--- src/rtl/miter_pkg.sv ---
// Shared state encoding and default sizing for the miter monitor.
package miter_pkg;

  typedef enum logic [1:0] {
    ST_IDLE  = 2'd0,
    ST_ARMED = 2'd1,
    ST_DIV   = 2'd2
  } miter_state_e;

  localparam int DEF_NUM_INST = 2;
  localparam int DEF_OUT_W    = 36;
  localparam int DEF_CNT_W    = 16;
  localparam int DEF_HIST_D   = 8;

endpackage

--- src/rtl/miter_hist_buf.sv ---
// Circular history of compared word pairs; idx 0 reads the newest entry.
module miter_hist_buf #(
  parameter int W  = 72,
  parameter int D  = 8,
  localparam int AW = $clog2(D)
) (
  input  logic          clk_i,
  input  logic          rst_ni,
  input  logic          clr_i,
  input  logic          we_i,
  input  logic [W-1:0]  wdata_i,
  input  logic [AW-1:0] idx_i,
  output logic [W-1:0]  rdata_o
);

  logic [W-1:0]  mem_q [D];
  logic [AW-1:0] ptr_q;
  logic [AW-1:0] raddr;

  always_ff @(posedge clk_i or negedge rst_ni) begin
    if (!rst_ni) begin
      ptr_q <= '0;
      for (int i = 0; i < D; i++) mem_q[i] <= '0;
    end else if (clr_i) begin
      ptr_q <= '0;
      for (int i = 0; i < D; i++) mem_q[i] <= '0;
    end else if (we_i) begin
      mem_q[ptr_q] <= wdata_i;
      ptr_q        <= ptr_q + 1'b1;
    end
  end

  // ptr_q is the next free slot, so the newest entry sits one below it
  assign raddr   = ptr_q - idx_i - 1'b1;
  assign rdata_o = mem_q[raddr];

endmodule

--- src/rtl/miter_monitor_n.sv ---
// Lock-step miter comparing N instance outputs against instance 0.
// MITER_HIST_EN adds a history buffer; hist_data = {other word, inst-0 word}.
module miter_monitor_n
  import miter_pkg::*;
#(
  parameter int NUM_INST = DEF_NUM_INST,
  parameter int OUT_W    = DEF_OUT_W,
  parameter int CNT_W    = DEF_CNT_W,
  parameter int HIST_D   = DEF_HIST_D,
  localparam int HW      = $clog2(HIST_D)
) (
  input  logic                      clk,
  input  logic                      rst_n,
  input  logic                      arm,
  input  logic                      clr,
  input  logic [NUM_INST-1:0]       inst_valid,
  input  logic [NUM_INST*OUT_W-1:0] inst_out,
  output logic [1:0]                state_o,
  output logic                      diverged,
  output logic [NUM_INST-1:0]       div_mask,
  output logic [CNT_W-1:0]          div_cycle,
  output logic [CNT_W-1:0]          cmp_count,
  input  logic [HW-1:0]             hist_idx,
  output logic [2*OUT_W-1:0]        hist_data
);

  localparam logic [CNT_W-1:0] CMAX = '1;

  logic [NUM_INST-1:0]       v_q;
  logic [NUM_INST*OUT_W-1:0] d_q;
  miter_state_e              st_q;
  logic                      div_q;
  logic [NUM_INST-1:0]       mask_q;
  logic [CNT_W-1:0]          dcyc_q;
  logic [CNT_W-1:0]          cyc_q;
  logic [CNT_W-1:0]          cmp_q;

  logic                all_v;
  logic                ctrl_div;
  logic                evt;
  logic                is_div;
  logic [OUT_W-1:0]    w0;
  logic [NUM_INST-1:0] data_mask;
  logic [NUM_INST-1:0] evt_mask;

  always_comb begin
    w0        = d_q[OUT_W-1:0];
    data_mask = '0;
    for (int i = 1; i < NUM_INST; i++)
      data_mask[i] = d_q[i*OUT_W +: OUT_W] != w0;
    all_v    = &v_q;
    ctrl_div = (|v_q) & ~all_v;
    evt      = all_v | ctrl_div;
    is_div   = ctrl_div | (all_v & (|data_mask));
    evt_mask = ctrl_div ? (v_q ^ {NUM_INST{v_q[0]}}) : data_mask;
  end

  always_ff @(posedge clk or negedge rst_n) begin
    if (!rst_n) begin
      v_q    <= '0;
      d_q    <= '0;
      st_q   <= ST_IDLE;
      div_q  <= 1'b0;
      mask_q <= '0;
      dcyc_q <= '0;
      cyc_q  <= '0;
      cmp_q  <= '0;
    end else begin
      v_q <= inst_valid;
      d_q <= inst_out;
      if (clr) begin
        st_q   <= ST_IDLE;
        div_q  <= 1'b0;
        mask_q <= '0;
        dcyc_q <= '0;
        cyc_q  <= '0;
        cmp_q  <= '0;
      end else begin
        case (st_q)
          ST_ARMED: begin
            if (cyc_q != CMAX) cyc_q <= cyc_q + 1'b1;
            if (evt && cmp_q != CMAX) cmp_q <= cmp_q + 1'b1;
            if (is_div) begin
              st_q   <= ST_DIV;
              div_q  <= 1'b1;
              mask_q <= evt_mask;
              dcyc_q <= cyc_q;
            end
          end
          ST_DIV: begin
          end
          default: begin
            if (arm) begin
              st_q   <= ST_ARMED;
              div_q  <= 1'b0;
              mask_q <= '0;
              dcyc_q <= '0;
              cyc_q  <= '0;
              cmp_q  <= '0;
            end
          end
        endcase
      end
    end
  end

  assign state_o   = (st_q == ST_ARMED || st_q == ST_DIV) ? st_q : ST_IDLE;
  assign diverged  = div_q;
  assign div_mask  = mask_q;
  assign div_cycle = dcyc_q;
  assign cmp_count = cmp_q;

`ifdef MITER_HIST_EN
  logic [OUT_W-1:0] wsel;
  logic             arm_ok;
  logic             hist_we;

  // lowest differing instance wins; instance 1 when nothing differs
  always_comb begin
    wsel = d_q[OUT_W +: OUT_W];
    for (int i = NUM_INST-1; i >= 1; i--)
      if (evt_mask[i]) wsel = d_q[i*OUT_W +: OUT_W];
  end

  assign arm_ok  = arm & ~clr & (st_q != ST_ARMED) & (st_q != ST_DIV);
  assign hist_we = (st_q == ST_ARMED) & evt & ~clr;

  miter_hist_buf #(
    .W (2*OUT_W),
    .D (HIST_D)
  ) u_hist (
    .clk_i   (clk),
    .rst_ni  (rst_n),
    .clr_i   (arm_ok),
    .we_i    (hist_we),
    .wdata_i ({wsel, w0}),
    .idx_i   (hist_idx),
    .rdata_o (hist_data)
  );
`else
  logic unused_hist;
  assign unused_hist = ^hist_idx;
  assign hist_data   = '0;
`endif

endmodule

--- config.mk ---
export PLATFORM = sky130hd
export DESIGN_NAME = miter_monitor_n
export DESIGN_NICKNAME = d
export VERILOG_FILES = /design/src/rtl/miter_pkg.sv /design/src/rtl/miter_hist_buf.sv /design/src/rtl/miter_monitor_n.sv
export SDC_FILE = /design/constraint.sdc
export NUM_CORES = 1
export LEC_CHECK = 0
export ABC_AREA = 1
export BUFFER_PORTS_ARGS = -buffer_cell sky130_fd_sc_hd__buf_2
export CORE_ASPECT_RATIO = 0.7
export CORE_MARGIN = 8
export CORE_UTILIZATION = 49
export DETAILED_ROUTE_END_ITERATION = 8
export PLACE_DENSITY = 0.77
export SLEW_MARGIN = 10
export SYNTH_ARGS = -nofsm -noshare
export SYNTH_HDL_FRONTEND = slang
export SYNTH_SLANG_ARGS = --single-unit
export TNS_END_PERCENT = 1
--- constraint.sdc ---
create_clock -name clk -period 1.92 [get_ports clk]
set_input_delay 0.192 -clock clk [delete_from_list [all_inputs] [get_ports clk]]
set_output_delay 0.192 -clock clk [all_outputs]
set_load 0.01 [all_outputs]
; Yosys cells after proc, flatten, opt, wreduce, memory -nomap -nowiden
; Cells that the tools add are included.
[word_totals]
reg_bits = 127
elab_cells = 57
output_inout_bits = 109
in_bits = 81
[op_classes]
mux = 24
add_sub_neg = 2
reduce_logical = 8
eq_ne = 9
bitwise_logic = 6
[op_table]
columns = cell, n
row1 = $mux 16, 7
row2 = $pmux 16 s2, 3
row3 = $ne 36x36->1, 1
row4 = $add 16x1->16 const B, 2
row5 = $ne 16x16->1 const B, 2
row6 = $mux 2, 8
row7 = $ne 3x3->1 const B, 3
row8 = $reduce_and 3->1, 3
row9 = $pmux 2 s2, 2
row10 = $mux 1, 3
row11 = $reduce_bool 3->1, 1
row12 = $and 1x1->1, 2
row13 = $eq 2x1->1 const B, 1
row14 = $eq 2x2->1 const B, 1
row15 = $ne 2x2->1 const B, 1
row16 = $or 1x1->1, 2
row17 = $pmux 1 s2, 1
row18 = $reduce_and 2->1, 1
row19 = $reduce_or 2->1, 1
row20 = $xor 2x2->2, 1
row21 = $logic_and 1x1->1, 1
row22 = $logic_or 1x1->1, 1
row23 = $not 1->1, 1

; Longest topological paths before layout
[logic_depth]
ltp_word = 8
depth_mapped = 14
depth_no_buf = 13

; Worst setup path after synthesis
; Ideal clock, no wire load.
[synth_timing]
path_type = reg-to-reg
from = register cyc_q[0]
to = register cyc_q[10]
n_path_buf = 1
arrival_ns = 1.589
required_time_ns = 1.844
synth_period_minus_slack_ns = 1.666
stages_incl_launch_ff = 11
path_slack_ns = 0.254
cell_sequence = dfrtp_1 > ha_1 > nand2_1 > nor2_2 > nand2_2 > nor3_2 > nand3_2 > nand2_4 > inv_6 > buf_12 > o21ai_1
[synth_via]
elab_chain_len = 4
word_cells_on_any_way = 7
[synth_lines]
columns = element, line
row1 = start: declaration, miter_monitor_n.sv:35  ; logic [CNT_W-1:0] cyc_q;
row2 = start signal: assignment, miter_monitor_n.sv:81  ; if (cyc_q != CMAX) cyc_q <= cyc_q + 1'b1;
row3 = $add 16x1->16, miter_monitor_n.sv:81
row4 = $mux 16, miter_monitor_n.sv:81
row5 = $pmux 16 s2, miter_monitor_n.sv:79  ; case (st_q)
row6 = $mux 16, miter_monitor_n.sv:71  ; if (clr) begin
; Several ways; a longest one is shown, not always the timed one. The select of a mux whose other input is x is not followed.
; A chain may end at the register's enable or synchronous reset.

; Final worst setup path
[layout_timing]
from = register cmp_q[0], in the netlist cmp_count[0]
to = register cmp_q[10], in the netlist cmp_count[10]
[layout_via]
elab_chain_len = 4
word_cells_on_any_way = 8
[layout_lines]
columns = element, line
row1 = start: declaration, miter_monitor_n.sv:36  ; logic [CNT_W-1:0] cmp_q;
row2 = start signal: assignment, miter_monitor_n.sv:82  ; if (evt && cmp_q != CMAX) cmp_q <= cmp_q + 1'b1;
row3 = $add 16x1->16 / $ne 16x16->1 (equally long branches), miter_monitor_n.sv:82
row4 = $mux 16 / $logic_and 1x1->1 (equally long branches), miter_monitor_n.sv:82
row5 = $pmux 16 s2 / $ne 3x3->1 (equally long branches), --
row6 = $mux 16 / $reduce_and 3->1 (equally long branches), --
; Several ways; a longest one is shown, not always the timed one. The select of a mux whose other input is x is not followed.

==> qor.yml <==
cp-end-kind: "register"
cts.sinks: 125
grt_pass1_vias: 4736
netlist_area_sq_mm: 0.00601
core_sq_mm: 0.0122
slew_violations: 0
io_pins: 190
critical-path-top-delay-family: "simple AND/OR/NAND/NOR gates"
worstPathCellList: "ha_2 -> nand2_1 -> nor3_2 -> nand2_1 -> nor2_1 -> nand2_1 -> nand2_2 -> nand2_8 -> nand2_1 -> xor2_1 -> nor2_1"
cts_buffers: 17
synthArstFlopShare_pct: 100
finalNetCount: 948
fmax_mhz: 560
cts-root-buf: "clkbuf_16"
hold_depth: 4
track_usage_pct: 18.9
die-area_sq_mm: 0.0161
hp-class: "input port to register"
cts_max_level: 4
fillCellCount: 938
worstSetupPathDepth: 11
final_common_cell: "nand2_1"
crit_path_frequent_cell: "nand2_1"
grt_overflow: 0
ys_seq_area_share_pct: 52.0
critPathMaxStageDelay_ps: 370
worst_path_max_delay_cell: "dfrtp_1"
drtPass1Iterations: 5
synth_flop_cell: "dfrtp_1"
status: "finished clean"
path_class: "register to register"
maxCapViolations: 0
yosysUniqueCellTypes: 37
dieWidth_um: 148
critPathMaxFanout: 18
routabilityCongestion: 0.904
cp-start-kind: "register"
fin_skew_ps: 7.23
cts_tree: "built"
rsz0062_at_grt: "yes"
synth-edff-count: 0
drt_iter0_markers: 257
antenna_found_initial: 2
synth.top_cells.by_area: "dfrtp_1 (52%), buf_4 (9.1%), nand2_1 (8.9%)"
path_buf_inv: 0
synth_top_area_share_pct: 52.0
vias: 4720
viasPerCell: 4.54
io_buffer_count: 113
cp.required_ps: 2220
cts_buffer_depth: 2
wl_per_cell_um: 14.5
powerDensity_mw_per_mm2: 948
start_util_pct: 49.3
final_cells: 1039
mostFrequentLayoutCells: "nand2_1 (142), dfrtp_1 (125), buf_2 (112)"
synth.largest_area_cell: "dfrtp_1"
yosys_warnings: 0
clk_pin_slew_ps: 60
p_total_uw: 7600
ir_drop_uv: 834
min_period_ps: 1790
postRouteAntennaNets: 0
drcViolationCount: 0
utilization_pct: 65.7
synth_cells: 649
grt_pass1_wl_um: 23700
rows: 34
arrival_ps: 2090
ys_ff_latch: 125
leakage_uw: 0.00396
die_height_um: 109
grt_max_degree: 59
finalSetupViolations: 0
dp_cells: 928
area_growth_pct: 33.4
r2r_cells: 11
clk_latency_ps: 410
wirelength_um: 15000
period_share_pct: 93.0
syn_avg_cell_area_sq_um: 9.27
final_layout_size_suffix_gt1_share_pct: 24.6
hold_viol: 0
dpl.hpwl_um: 9790
## layout make-up
type	instances	area, sq um	area share (%)
antenna	2	5.00	0.0624
clock buffer	18	439	5.47
clock inverter	13	190	2.37
inverter	67	259	3.23
multi-input combinational	444	2290	28.6
sequential	125	3130	39.0
tap	162	203	2.53
timing repair buffer	208	1510	18.8
## synth_stat cells, types with 8 or more instances
cell type and instances:
a21oi_1 10, nand2_1 143, nor2_1 31, dfrtp_1 125
nor3_2 8, xnor2_1 21, o21ai_2 8, inv_1 58
buf_4 73, nand3_1 43, nand4_1 16, nor3_1 30
o21ai_1 11, xor2_1 13
## report_power, final
group          switching [uW]  internal [uW]  leakage, uW
clock network            1200           2210     0.000295
logic                     881            479      0.00209
registers                77.1           2760      0.00157
total                    2150           5450      0.00396
## cells by family (layout without fill, tap and decap cells)
kind of cell	after synthesis	count (layout)	synth area share [%]
AOI/OAI and AO/OA	37	37	3.95
DFF	125	125	52.0
buffers and inverters	152	306	14.8
adders and majority gates	4	4	0.832
and+or+nand+nor	296	296	23.4
xor gates and xnor gates	34	34	4.95
other	1	75	0.0623
## registers in the layout (all words and copies together) (netlist names)
name,cells
cmp_count,16
cyc_q,16
d_q,72
div_cycle,16
div_mask,1
st_q,2
v_q,2
## final timing paths
check                           slack, ps                   endpoint                startpoint
max in group asynchronous             980   div_cycle[2]$_DFFE_PN0P_                     rst_n
worst max register to register        130  cmp_count[10]$_DFFE_PN0P_  cmp_count[0]$_DFFE_PN0P_
worst min-delay path                  170   cmp_count[8]$_DFFE_PN0P_                       clr
min in group asynchronous             270  cmp_count[10]$_DFFE_PN0P_                     rst_n
worst min register to register        460   div_cycle[4]$_DFFE_PN0P_  div_cycle[4]$_DFFE_PN0P_
worst max-delay path                  130  cmp_count[10]$_DFFE_PN0P_  cmp_count[0]$_DFFE_PN0P_
## through the flow
stage / hold WS (ps) / instance area [sq um] / worst slack [ps] / setup TNS, ps
after CTS: 166 / 7970 / 79.8 / 0
after global routing: 213 / 8020 / -4.27 / -4.27
after detailed placement: 177 / 6590 / 112 / 0
after floorplan: -104 / 6280 / 254 / 0
final: 171 / 8020 / 134 / 0
after global placement: 170 / 6590 / 155 / 0
## per-layer routing
metal  vias up  routed length [um]  track usage, %
li1       2362                   -               -
met1      2189                6210            21.8
met2       153                7500            32.6
met3        16                1090            6.22
met4         0                 232            7.03
met5         -                   0               0
## tightest hold or removal path, cell delays in order
cell     delay, ps
buf_2          160
nor3_1          70
nand2_1         50
o21ai_1         60
## timing repair
item	4_1_cts	5_1_grt
setup buffers	0	3
endpoints found under the hold margin	104	0
hold buffers	75	0
gates resized for setup	0	6
setup endpoints to repair	0	26
No activity file was read; power rests on OpenSTA's default activity.
